## src/rtl/warp_pkg.sv

```systemverilog
// Shared constants, FSM state encoding and FIFO payload type for the warp issue unit.
package warp_pkg;

  localparam int unsigned NUM_LANES          = 8;
  localparam int unsigned INST_W             = 32;
  localparam int unsigned FIFO_DEPTH_DEF     = 4;
  localparam int unsigned TIMEOUT_CYCLES_DEF = 64;

  typedef enum logic [1:0] {
    ST_IDLE,
    ST_ISSUE,
    ST_SETTLE,
    ST_WAIT
  } issue_state_e;

  typedef struct packed {
    logic [INST_W-1:0]    inst;
    logic [NUM_LANES-1:0] mask;
  } issue_entry_t;

  // Masked-off lanes count as ready so they never hold up issue or retire.
  function automatic logic lanes_idle(input logic [NUM_LANES-1:0] ready,
                                      input logic [NUM_LANES-1:0] mask);
    return &(ready | ~mask);
  endfunction

endpackage

```

## src/rtl/issue_fifo.sv

```systemverilog
// Synchronous FIFO without fall-through; head entry is readable while non-empty.
module issue_fifo #(
  parameter int unsigned WIDTH = 40,
  parameter int unsigned DEPTH = 4
) (
  input  logic                           clk,
  input  logic                           rst,
  input  logic                           push,
  input  logic                           pop,
  input  logic [WIDTH-1:0]               wdata,
  output logic [WIDTH-1:0]               rdata,
  output logic                           full,
  output logic                           empty,
  output logic [$clog2(DEPTH+1)-1:0]     count
);

  localparam int unsigned PTR_W = $clog2(DEPTH);
  localparam int unsigned CNT_W = $clog2(DEPTH+1);

  logic [WIDTH-1:0] mem [DEPTH];
  logic [PTR_W-1:0] wr_ptr;
  logic [PTR_W-1:0] rd_ptr;
  logic [CNT_W-1:0] cnt;
  logic             push_ok;
  logic             pop_ok;

  assign full    = (cnt == CNT_W'(DEPTH));
  assign empty   = (cnt == '0);
  assign push_ok = push && !full;
  assign pop_ok  = pop && !empty;
  assign rdata   = mem[rd_ptr];
  assign count   = cnt;

  // Storage carries no reset; validity is tracked by cnt alone.
  always_ff @(posedge clk) begin
    if (push_ok) begin
      mem[wr_ptr] <= wdata;
    end
  end

  // Pointers wrap naturally because DEPTH is a power of two.
  always_ff @(posedge clk) begin
    if (rst) begin
      wr_ptr <= '0;
      rd_ptr <= '0;
      cnt    <= '0;
    end else begin
      if (push_ok) wr_ptr <= wr_ptr + PTR_W'(1);
      if (pop_ok)  rd_ptr <= rd_ptr + PTR_W'(1);
      case ({push_ok, pop_ok})
        2'b10:   cnt <= cnt + CNT_W'(1);
        2'b01:   cnt <= cnt - CNT_W'(1);
        default: cnt <= cnt;
      endcase
    end
  end

endmodule

```

## src/rtl/warp_issue_unit.sv

```systemverilog
// Warp issue unit: queues decoded instructions and broadcasts each to its masked lanes in lockstep.
// Optional watchdog enabled by defining WARP_ISSUE_TIMEOUT_EN.
module warp_issue_unit
  import warp_pkg::*;
#(
  parameter int unsigned FIFO_DEPTH = FIFO_DEPTH_DEF
`ifdef WARP_ISSUE_TIMEOUT_EN
  ,
  parameter int unsigned TIMEOUT_CYCLES = TIMEOUT_CYCLES_DEF
`endif
) (
  input  logic                              clk,
  input  logic                              rst,
  input  logic                              inst_valid,
  input  logic [INST_W-1:0]                 inst_data,
  input  logic [NUM_LANES-1:0]              inst_mask,
  output logic                              inst_ready,
  output logic                              lane_execute,
  output logic [INST_W-1:0]                 lane_instruction,
  output logic [NUM_LANES-1:0]              lane_enable,
  input  logic [NUM_LANES-1:0]              lane_ready,
  output logic                              busy,
  output logic                              retire_valid,
  output logic [15:0]                       retire_count,
  output logic [$clog2(FIFO_DEPTH+1)-1:0]   fifo_count,
  output logic                              timeout_err
);

  localparam int unsigned ENTRY_W = $bits(issue_entry_t);

  issue_state_e         state;
  issue_state_e         state_n;
  issue_entry_t         wentry;
  issue_entry_t         head;
  logic [ENTRY_W-1:0]   head_bits;
  logic                 fifo_full;
  logic                 fifo_empty;
  logic                 push;
  logic                 pop;
  logic                 timer_hit;
  logic [INST_W-1:0]    inst_r;
  logic [NUM_LANES-1:0] mask_r;
  logic [15:0]          retire_cnt_r;

  assign wentry = '{inst: inst_data, mask: inst_mask};
  assign head   = issue_entry_t'(head_bits);
  assign push   = inst_valid && !fifo_full;

  issue_fifo #(
    .WIDTH (ENTRY_W),
    .DEPTH (FIFO_DEPTH)
  ) u_fifo (
    .clk   (clk),
    .rst   (rst),
    .push  (push),
    .pop   (pop),
    .wdata (wentry),
    .rdata (head_bits),
    .full  (fifo_full),
    .empty (fifo_empty),
    .count (fifo_count)
  );

`ifdef WARP_ISSUE_TIMEOUT_EN
  localparam int unsigned TMR_W = $clog2(TIMEOUT_CYCLES+1);

  logic [TMR_W-1:0] timer_r;
  logic             timeout_r;

  // Per-instruction watchdog: restarted by every pop, runs while an instruction is in flight.
  always_ff @(posedge clk) begin
    if (rst) begin
      timer_r   <= '0;
      timeout_r <= 1'b0;
    end else begin
      if (pop)                   timer_r <= '0;
      else if (state != ST_IDLE) timer_r <= timer_r + TMR_W'(1);
      if (timer_hit && !retire_valid) timeout_r <= 1'b1;
    end
  end

  assign timer_hit   = (state != ST_IDLE) && (timer_r == TMR_W'(TIMEOUT_CYCLES - 1));
  assign timeout_err = timeout_r;
`else
  assign timer_hit   = 1'b0;
  assign timeout_err = 1'b0;
`endif

  always_ff @(posedge clk) begin
    if (rst) state <= ST_IDLE;
    else     state <= state_n;
  end

  // Next state, FIFO pop, issue pulse and retire pulse.
  always_comb begin
    state_n      = state;
    pop          = 1'b0;
    lane_execute = 1'b0;
    retire_valid = 1'b0;
    case (state)
      ST_IDLE: begin
        if (!fifo_empty) begin
          pop     = 1'b1;
          state_n = ST_ISSUE;
        end
      end
      ST_ISSUE: begin
        if (mask_r == '0) begin
          retire_valid = 1'b1;
        end else if (lanes_idle(lane_ready, mask_r)) begin
          lane_execute = 1'b1;
          state_n      = ST_SETTLE;
        end
      end
      ST_SETTLE: state_n = ST_WAIT;
      ST_WAIT: begin
        if (lanes_idle(lane_ready, mask_r)) retire_valid = 1'b1;
      end
      default: state_n = ST_IDLE;
    endcase
    if (retire_valid) begin
      if (!fifo_empty) begin
        pop     = 1'b1;
        state_n = ST_ISSUE;
      end else begin
        state_n = ST_IDLE;
      end
    end
`ifdef WARP_ISSUE_TIMEOUT_EN
    // Abandon a hung instruction; a retire in the same cycle wins.
    if (timer_hit && !retire_valid) begin
      lane_execute = 1'b0;
      pop          = 1'b0;
      state_n      = ST_IDLE;
    end
`endif
  end

  // In-flight instruction registers and retire counter.
  always_ff @(posedge clk) begin
    if (rst) begin
      inst_r       <= '0;
      mask_r       <= '0;
      retire_cnt_r <= '0;
    end else begin
      if (pop) begin
        inst_r <= head.inst;
        mask_r <= head.mask;
      end else if (state_n == ST_IDLE) begin
        inst_r <= '0;
        mask_r <= '0;
      end
      if (retire_valid) retire_cnt_r <= retire_cnt_r + 16'(1);
    end
  end

  assign inst_ready       = !fifo_full;
  assign busy             = (state != ST_IDLE) || !fifo_empty;
  assign lane_instruction = inst_r;
  assign lane_enable      = mask_r;
  assign retire_count     = retire_cnt_r;

endmodule
```

## config.mk

```make
export PLATFORM = sky130hd
export DESIGN_NAME = warp_issue_unit
export DESIGN_NICKNAME = d
export VERILOG_FILES = /design/src/rtl/warp_pkg.sv /design/src/rtl/issue_fifo.sv /design/src/rtl/warp_issue_unit.sv
export SDC_FILE = /design/constraint.sdc
export NUM_CORES = 1
export LEC_CHECK = 0
export BUFFER_PORTS_ARGS = -buffer_cell sky130_fd_sc_hd__buf_2
export CAP_MARGIN = 20
export CORE_MARGIN = 5
export CORE_UTILIZATION = 45
export CTS_BUF_LIST = sky130_fd_sc_hd__clkbuf_2 sky130_fd_sc_hd__clkbuf_4 sky130_fd_sc_hd__clkbuf_8
export CTS_CLUSTER_DIAMETER = 120
export DETAILED_ROUTE_END_ITERATION = 16
export PLACE_DENSITY_LB_ADDON = 0.25
export SETUP_SLACK_MARGIN = 0.1
export SYNTH_ARGS = -nofsm -noshare
export SYNTH_HDL_FRONTEND = slang
export SYNTH_HIERARCHICAL = 1
export SYNTH_SLANG_ARGS = --single-unit
export TNS_END_PERCENT = 100
```

## constraint.sdc

```tcl
create_clock -name clk -period 3.33 [get_ports clk]
set_clock_uncertainty 0.05 [all_clocks]
set_input_delay 0.333 -clock clk [delete_from_list [all_inputs] [get_ports clk]]
set_output_delay 0.333 -clock clk [all_outputs]
set_load 0.05 [all_outputs]
```

==> flow_summary.toml <==
[sta]
max_freq_ghz = 0.317
drv_slew = 0
rsz0062_at_grt = "yes"
finalHoldViolCount = 0
slew_headroom_pct = 23.6
finalCritPeriodShare_pct = 94.9
setup_tns_ns = 0
finalSetupViolCount = 0
layout_setup_ws_ns = 0.171
tightest_slew_ns = 1.15
holdWs_ns = 0.271
final.min_clock_period_ns = 3.16

[worst_setup_path]
crit_required_ns = 3.72
crit_fanout = 4
worstPathArrival_ns = 3.55
cp-start-kind = "register"
crit_type = "reg -> reg"
end_kind = "register"

[route]
drtIter0Drc = 382
remaining_drc_errors = 0
first_pass_iters = 4
ant_nets = 0
wl_per_cell_um = 19.2
routed_wl_mm = 20.6
viasPerCell = 5.50
vias = 5895

[place]
hpwl_mm = 13.3
port_buffers = 113
placed_cell_area_mm2 = 0.0100
placed_cells = 963
place.gp.congestion = 0.835
dp_slack_ns = 0.178

[global_routing]
grt_pass1_wl_mm = 33.0
grt_overflow = 0
grt_start_max_net_pins = 60
antenna_found_initial = 1
grt_pass1_vias = 6038
track_usage_pct = 17.7

[synth]
async_reset_ff_share_pct = 0
synth_top_cell_area_share_pct = 52.6
synthDistinctLibCells = 58
ys_seq_elements = 227
yosys_most_used_dff = "edfxtp_1"
synth-edff-count = 160
syn_avg_cell_area_um2 = 15.2
synth_top_area_cell = "edfxtp_1"
synth.area.top_cells = "edfxtp_1 53%, dfxtp_1 15%, mux4_2 9.9%, nand4b_1 3.8%, a21oi_1 3.0%"
ys_warn_count = 6
netlist_area_mm2 = 0.00914
synth_sequential_area_ratio_pct = 67.3
synth_cells = 603
syn_nets = 661

[layout]
drive_gt1_share_pct = 34.0
multi_input_area_mm2 = 0.00275
stdcell_count = 1071
seq_area_mm2 = 0.00617
num-fill-cells = 1626
final_core_util_pct = 55.8
design_area_mm2 = 0.0112
fin_nets = 831
area_growth_pct = 22.8

[clock_tree]
cts_buffer_depth = 3
cts_buffers = 36
root_buffer = "clkbuf_8"
htree_num_levels = 2
path_clk_slew_ns = 0.06
cts_tree = "built"
clk_latency_ns = 0.52
cts_sinks = 227

[worst_hold_path]
hold_class = "in -> reg"

[die]
fp-row-count = 52
die_w_um = 153
io_pins = 115
dieArea_mm2 = 0.0233
die_h_um = 153
initial_utilization_pct = 45.5
coreArea_mm2 = 0.0201

[power_and_ir_drop]
p_comb_share_pct = 34.9
clkPwrFrac_pct = 25.2
power_frac_seq_pct = 39.8
swShare_pct = 36.0
power_mw = 9.43
ir_drop_mv = 0.456
power.density_mw_per_mm2 = 840
p_leak_nw = 3.93
power_switching_mw = 3.39
p_int_mw = 6.03

[status]
status = "complete, no violations"

[job]
cap_violations = 0
[power by group through the flow]
| stage | clock [mW] | combinational (mW) | sequential, mW |
|---|---|---|---|
| 6_report | 2.38 | 3.29 | 3.75 |
| 5_1_grt | 2.58 | 3.53 | 3.80 |
| 4_1_cts | 2.44 | 3.23 | 3.75 |
| 3_5_place_dp | 0 | 3.18 | 3.81 |
| 3_3_place_gp | 0 | 3.15 | 3.78 |
| 2_1_floorplan | 0 | 1.77 | 4.38 |
[cells by family after synthesis]
group                      after synthesis  share of synthesized area (%)
other                                    1                         0.0410
DFF                                    227                           67.3
adders and majority gates                7                           1.04
xor gates and xnor gates                 4                          0.383
buffers and inverters                   64                           3.57
muxes                                   47                           10.7
and+or+nand+nor                        128                           9.41
AOI/OAI and AO/OA                      125                           7.61
[cells in the final DEF (no fill, tap or decap), types with 6 or more instances in the layout]
cell,synthesis,layout
mux4_2,40,40
dfxtp_2,0,7
dlygate4sd3_1,0,40
dfxtp_1,67,57
buf_4,1,18
clkbuf_8,0,41
nand4b_1,40,40
clkbuf_4,0,12
or3_1,11,11
nand2b_1,7,7
buf_2,7,113
inv_1,23,23
o21ai_0,48,48
nand2_1,11,11
nand4_1,6,6
nor2_1,16,16
nor2b_1,6,6
edfxtp_1,160,160
a21oi_1,54,52
[repair_timing]
item | CTS | global route
hold buffers | 40 | 0
setup endpoints to repair | 0 | 1
gates resized for setup | 0 | 7
endpoints found under the hold margin | 160 | 0
buffers inserted | 0 | 2
[worst paths after layout]
check | depth (start not counted) | to | slack (ns) | startpoint
worst max register to register | 12 | u_fifo/count[2] | 0.17 | lane_enable[6]
worst min-delay path | 5 | u_fifo/wr_ptr[0] | 0.27 | inst_valid
worst min register to register | 2 | lane_instruction[13] | 0.42 | lane_instruction[13]
worst max-delay path | 12 | u_fifo/count[2] | 0.17 | lane_enable[6]
[synth_stat cells, types with 4 or more instances]
cell / number
edfxtp_1: 160
dfxtp_1: 67
a21oi_1: 54
o21ai_0: 48
mux4_2: 40
nand4b_1: 40
clkbuf_1: 26
inv_1: 23
nor2_1: 16
nand2_1: 11
or3_1: 11
buf_2: 7
nand2b_1: 7
ha_1: 6
nand4_1: 6
nor2b_1: 6
and2_1: 5
buf_12: 4
mux2_2: 4
nand3_1: 4
nor3_1: 4
o22ai_1: 4
or4_1: 4
xor2_1: 4
[sequential cells by signal, summed over array words and instances, names as in the netlist, named ones only]
signal            count
u_fifo/wr_ptr         2
state                 2
lane_enable           8
u_fifo/count          3
retire_count         16
lane_instruction     32
u_fifo/mem          160
u_fifo/rd_ptr         2
[per-layer routing]
metal	part of all wire (%)	track usage [%]	routed length, um
met3	6.5	4.00	1350
met1	40	22.3	8320
met5	0	0	0
met2	51	30.6	10500
met4	2.2	5.90	453
[worst max-delay path, cell delays in order (launching register included)]
cell and delay (ns):
dfxtp_2 0.33, or4_4 0.54, or2_4 0.29, a22o_4 0.26, nor3_4 0.22, o31ai_4 0.11, inv_1 0.07, ha_2 0.18
inv_1 0.05, fa_2 0.33, xor2_1 0.15, or3_1 0.39, a21oi_2 0.12
[layout make-up]
class                   instances  share of cell area, %
flip-flops and latches        227                   54.9
inverters                      23                  0.769
diodes                          1                 0.0223
well taps                     270                   3.01
clock buffers                  53                   5.83
clock inverters                12                  0.758
multi-input cells             312                   24.5
repair buffers                173                   10.2
No activity file was read; power rests on OpenSTA's default activity.
